$ cat src/rtl/btn_led_pkg.sv
// Shared types and helpers for the button-to-LED controller.
// Mode constants, debounce counter sizing and the accepted-level type.
package btn_led_pkg;

    localparam logic MODE_MOMENTARY = 1'b0;
    localparam logic MODE_TOGGLE    = 1'b1;

    typedef enum logic {
        DB_RELEASED = 1'b0,
        DB_PRESSED  = 1'b1
    } db_state_e;

    function automatic int DB_CNT_W(input int n);
        return $clog2(n + 1);
    endfunction

endpackage

$ cat src/rtl/btn_led_ctrl_ch.sv
// One button/LED channel: synchroniser, debounce counter,
// LED register and press/release strobes.
module btn_debounce_ch
    import btn_led_pkg::*;
#(
    parameter int DEBOUNCE_CYCLES = 16,
    parameter bit BTN_ACTIVE_HIGH = 1'b1
) (
    input  logic i_clk,
    input  logic i_rst,
    input  logic i_btn,
    input  logic i_toggle_mode,
    output logic o_led,
    output logic o_press,
    output logic o_release
);

    localparam int            CW      = DB_CNT_W(DEBOUNCE_CYCLES);
    localparam logic [CW-1:0] CNT_MAX = CW'(DEBOUNCE_CYCLES - 1);
    localparam logic          IDLE    = BTN_ACTIVE_HIGH ? 1'b0 : 1'b1;

    logic          sync1_q, sync2_q;
    logic          pressed_q, pressed_d;
    db_state_e     db_q, db_d;
    logic [CW-1:0] cnt_q, cnt_d;
    logic          led_q, led_d;
    logic          press_q, press_d;
    logic          rel_q, rel_d;

    assign pressed_d = BTN_ACTIVE_HIGH ? sync2_q : ~sync2_q;

    always_comb begin
        db_d    = db_q;
        cnt_d   = cnt_q;
        press_d = 1'b0;
        rel_d   = 1'b0;
        if (pressed_q == logic'(db_q)) begin
            cnt_d = '0;
        end else if (cnt_q == CNT_MAX) begin
            db_d    = pressed_q ? DB_PRESSED : DB_RELEASED;
            cnt_d   = '0;
            press_d = pressed_q;
            rel_d   = ~pressed_q;
        end else begin
            cnt_d = cnt_q + CW'(1);
        end

        if (i_toggle_mode == MODE_TOGGLE) begin
            led_d = press_d ? ~led_q : led_q;
        end else begin
            led_d = (db_d == DB_PRESSED);
        end
    end

    // Sync flops reset to the idle pin level so an active-low
    // button does not look pressed right after reset.
    always_ff @(posedge i_clk) begin
        if (i_rst) begin
            sync1_q   <= IDLE;
            sync2_q   <= IDLE;
            pressed_q <= 1'b0;
            db_q      <= DB_RELEASED;
            cnt_q     <= '0;
            led_q     <= 1'b0;
            press_q   <= 1'b0;
            rel_q     <= 1'b0;
        end else begin
            sync1_q   <= i_btn;
            sync2_q   <= sync1_q;
            pressed_q <= pressed_d;
            db_q      <= db_d;
            cnt_q     <= cnt_d;
            led_q     <= led_d;
            press_q   <= press_d;
            rel_q     <= rel_d;
        end
    end

    assign o_led     = led_q;
    assign o_press   = press_q;
    assign o_release = rel_q;

endmodule

$ cat src/rtl/btn_led_ctrl.sv
// Multi-channel button-to-LED controller.
// One independent debounce channel per button.
module btn_led_ctrl
    import btn_led_pkg::*;
#(
    parameter int CHANNELS        = 1,
    parameter int DEBOUNCE_CYCLES = 16,
    parameter bit BTN_ACTIVE_HIGH = 1'b1
) (
    input  logic                i_clk,
    input  logic                i_rst,
    input  logic [CHANNELS-1:0] i_btn,
    input  logic [CHANNELS-1:0] i_toggle_mode,
    output logic [CHANNELS-1:0] o_led,
    output logic [CHANNELS-1:0] o_press,
    output logic [CHANNELS-1:0] o_release
);

    for (genvar g = 0; g < CHANNELS; g++) begin : g_ch
        btn_debounce_ch #(
            .DEBOUNCE_CYCLES(DEBOUNCE_CYCLES),
            .BTN_ACTIVE_HIGH(BTN_ACTIVE_HIGH)
        ) u_ch (
            .i_clk        (i_clk),
            .i_rst        (i_rst),
            .i_btn        (i_btn[g]),
            .i_toggle_mode(i_toggle_mode[g]),
            .o_led        (o_led[g]),
            .o_press      (o_press[g]),
            .o_release    (o_release[g])
        );
    end

endmodule

$ cat config.mk
export PLATFORM = sky130hd
export DESIGN_NAME = btn_led_ctrl
export DESIGN_NICKNAME = d
export VERILOG_FILES = /design/src/rtl/btn_led_pkg.sv /design/src/rtl/btn_led_ctrl_ch.sv /design/src/rtl/btn_led_ctrl.sv
export SDC_FILE = /design/constraint.sdc
export NUM_CORES = 1
export LEC_CHECK = 0
export CAP_MARGIN = 20
export CORE_AREA = 3 3 40 42
export CTS_BUF_LIST = sky130_fd_sc_hd__clkbuf_8
export CTS_CLUSTER_DIAMETER = 60
export DETAILED_ROUTE_END_ITERATION = 7
export DIE_AREA = 0 0 43 45
export GPL_TIMING_DRIVEN = 0
export PLACE_DENSITY = 0.61
export SLEW_MARGIN = 10
export SYNTH_ARGS = -nofsm -noshare
export SYNTH_HDL_FRONTEND = slang
export SYNTH_SLANG_ARGS = --single-unit
$ cat constraint.sdc
create_clock -name i_clk -period 3.7 [get_ports i_clk]
set_clock_uncertainty 0.2 [all_clocks]
set_input_delay 0.37 -clock i_clk [delete_from_list [all_inputs] [get_ports i_clk]]
set_output_delay 0.37 -clock i_clk [all_outputs]
set_load 0.02 [all_outputs]
==> results <==
- The number of DRC violations after detailed routing is 0.
- The longest individual stage delay on the worst path is a little over 0.6 ns.
- The critical path's slowest cell is sky130_fd_sc_hd__clkdlybuf4s50_1.
- The post-layout minimum cycle time is approximately 1.8 ns.
- The setup slack of the critical path after layout is 1.95 ns.
- The clock root buffer master is sky130_fd_sc_hd__clkbuf_8.
- The die footprint is 1940 µm².
- The share of synthesized area occupied by flip-flops and latches is 53.2%.
- The number of optimization iterations in the first detailed-route pass is 1.
- The most area-hungry cell type in the Yosys netlist is sky130_fd_sc_hd__dfxtp_1.
- The die is 45 µm tall.
- Measured along the x axis, the die boundary spans 43 µm.
- Pin placement for this block handled 7 I/O pins.
- The number of gates given a new drive strength after cts is 0.
- The setup path with the least slack is of type flop to output port.
- The post-synthesis area per instance is 10.8 µm².
- The detailed-route vias per instance is 4.39.
- The final routed wirelength across all metal layers is 597 µm.
- The worst-margin pin slew is 0.262 ns.
- The number of core rows is 13.
- The tool flagged a number of max-cap violations equal to 0.
- Data on the critical path is required at its endpoint by 3.13 ns.
- The post-detailed-route wirelength per cell is 8.91 µm.
- The max-slew violation total from the final report is 0.
- The achievable frequency is 570 MHz.
- The share of layout cells above drive strength 1 is 17.3%.
- The flow ran to the end, and the final reports show no timing, DRC or antenna violations.
- The count of input and output buffers is 6.
- For this run the aggregate overflow at the end of global routing stands at 0.
- The library cells used most frequently in the layout, excluding fill and tap cells, are sky130_fd_sc_hd__dfxtp_1, sky130_fd_sc_hd__clkdlybuf4s50_1, sky130_fd_sc_hd__nor2_2, sky130_fd_sc_hd__nor2_1, sky130_fd_sc_hd__clkbuf_8.
- The clock drives 12 sinks.
- The final weighted congestion in routability-driven placement is 0.678.
- In this run, the number of DRC markers left after iteration 0 of detailed routing was 0.
- In the final design database the tool counted 60 nets.
- The largest fanout of any net on the critical path is 2.
- The routed layout has 294 vias.
- In this run the worst hold path is classified as flop to flop.
- In this run the number of H-tree levels came out at 1.
- VDD sags by at most 259 µV.
- The half-perimeter wire length after detailed placement is 427 µm.
- Clock-pin slew was measured on the worst setup and hold paths at roughly 0.05 ns.
- Yosys attributes the largest share of cell area to sky130_fd_sc_hd__dfxtp_1, sky130_fd_sc_hd__ha_1, sky130_fd_sc_hd__nor2_2.
- In the final layout, the multi-input gates occupy 200 µm².
- The final-report hold violation count is 0.
- Summing every instance area after synthesis gives 452 µm².
- Setup repair after global routing left no endpoint under its margin.
- The library cell used most frequently in the layout, excluding fill and tap cells, is sky130_fd_sc_hd__dfxtp_1.
- Yosys mapped the design onto 16 distinct sky130hd cell types.
- The cell count after synthesis is 42.
- The signal on the critical path passes through clkdlybuf4s50_1.
- Dividing total power by cell area gives a power density of 479 nW/µm².
- STA classifies the critical path endpoint as an output port.
- The total negative slack is 0 ns.
- The number of nets handed over by synthesis was 49.
- The area of the core is 1280 µm².
- Setup violations remaining at the end of the flow were counted as 0.
- The initial utilization of the core area, before any placement, comes to 35.2%.
- The worst slew margin relative to its limit is 82.5%.
- 0 antenna diodes ended up in the layout.
- The TritonCTS buffer count is 3.
- The cell family contributing the most delay on the critical path is buffers and inverters.
- The maximum number of pins on one net before global-route repair is 8.
- In this run the biggest area consumer among cell types represents 53.2% of the synthesized area.
- The initial antenna violation count is 0.
- The first global-routing pass estimated 1280 µm of wire.
- The type of element launching the critical path is a flop.
- After layout, the worst path uses 47.4% of the clock period.
- The area added between synthesis and finish is 29.6%.
- The setup fix buffers added after clock tree synthesis is 0.
- The critical path buffer and inverter count is 1.
- The Yosys step of the flow raised 0 warnings.
- The clock insertion delay at the later pin of the skew report is 0.23 ns.
- The remaining antenna violation count after routing is 0.
- After filler insertion, the fill cell instance count of the layout stands at 128.
- Data on the critical path arrives at its endpoint at ~1.2 ns.
- The register area is 240 µm².
- TritonCTS built the clock tree.
- The total leakage power is between 0.2 and 0.25 nW.
- Timing analysis after detailed placement gives a worst setup slack of 1.99 ns.
- The total routing usage reported by global routing is a little under a tenth.
- The via count of the first global-routing pass came to 320.
- The deepest clock path buffer count is 2.
- Synthesis inferred 12 register bits.
- The number of hold buffers added after CTS was 0.
[cells in the mapped netlist]
cell and n:
sky130_fd_sc_hd__dfxtp_1 12, sky130_fd_sc_hd__mux2i_1 1, sky130_fd_sc_hd__ha_1 3, sky130_fd_sc_hd__nand3_1 1, sky130_fd_sc_hd__a21oi_1 1, sky130_fd_sc_hd__xor2_1 2, sky130_fd_sc_hd__a21boi_1 1, sky130_fd_sc_hd__and3_1 1
sky130_fd_sc_hd__a211o_4 1, sky130_fd_sc_hd__nor2_2 4, sky130_fd_sc_hd__nand3b_1 1, sky130_fd_sc_hd__inv_1 3, sky130_fd_sc_hd__nand2b_1 3, sky130_fd_sc_hd__xnor2_1 1, sky130_fd_sc_hd__nor2b_1 3, sky130_fd_sc_hd__nor2_1 4
[registers in the layout, indices dropped and copies added, names as in the netlist]
name / cells
g_ch.u_ch.o_release: 1
g_ch.u_ch.o_press: 1
g_ch.u_ch.pressed_q: 1
g_ch.u_ch.cnt_q: 5
g_ch.u_ch.sync1_q: 1
g_ch.u_ch.db_q: 1
g_ch.u_ch.pressed_d: 1
g_ch.u_ch.o_led: 1
[metrics by stage]
stage,util (%),hold WS [ns],total power (W),instances,instance area (µm²)
floorplan,-,0.214,0.000139,42,452
global route,45.6,0.266,0.000296,67,586
CTS,45.6,0.236,0.000287,67,586
global placement,41.3,0.223,0.000144,63,531
detailed placement,41.3,0.224,0.000145,63,531
finish,45.6,0.231,0.000280,67,586
[area by class of cell]
type / count / area share (%)
sequential: 12 / 41.0
multi-input combinational: 27 / 34.2
timing repair buffer: 6 / 10.3
clock buffer: 4 / 9.40
tap: 15 / 3.21
inverter: 3 / 1.92
[path summary, 6_finish.rpt]
| path | startpoint | to | slack [ns] | depth (start not counted) |
|---|---|---|---|---|
| setup reg to reg | g_ch[0].u_ch.cnt_q[0] | g_ch[0].u_ch.o_led | 1.99 | 6 |
| hold / removal | g_ch[0].u_ch.pressed_d | g_ch[0].u_ch.pressed_q | 0.23 | 1 |
| setup / recovery | g_ch[0].u_ch.o_led | o_led | 1.95 | 1 |
| hold reg to reg | g_ch[0].u_ch.pressed_d | g_ch[0].u_ch.pressed_q | 0.23 | 1 |
[layer usage]
| layer | part of all wire (%) | track usage, % |
|---|---|---|
| met3 | 5.2 | 4.78 |
| met1 | 46 | 10.5 |
| met5 | 0 | 0 |
| met4 | 2.0 | 7.23 |
| met2 | 46 | 13.8 |
[report_power, final]
group | leakage, nW | switching (W) | internal, W | total, W
Combinational | 0.0920 | 0.00000375 | 0.00000575 | 0.00000950
Clock | 0.0288 | 0.0000447 | 0.0000937 | 0.000138
Sequential | 0.0974 | 0.000000924 | 0.000131 | 0.000132
[cell families after synthesis]
logic type,after synthesis,share of synthesized area (%)
xor gates and xnor gates,3,5.82
adders and majority gates,3,8.31
buffers and inverters,3,2.49
DFF,12,53.2
and+or+nand+nor,17,21.3
AOI/OAI and AO/OA,3,6.65
muxes,1,2.22
(Power assumes the default switching activity.)
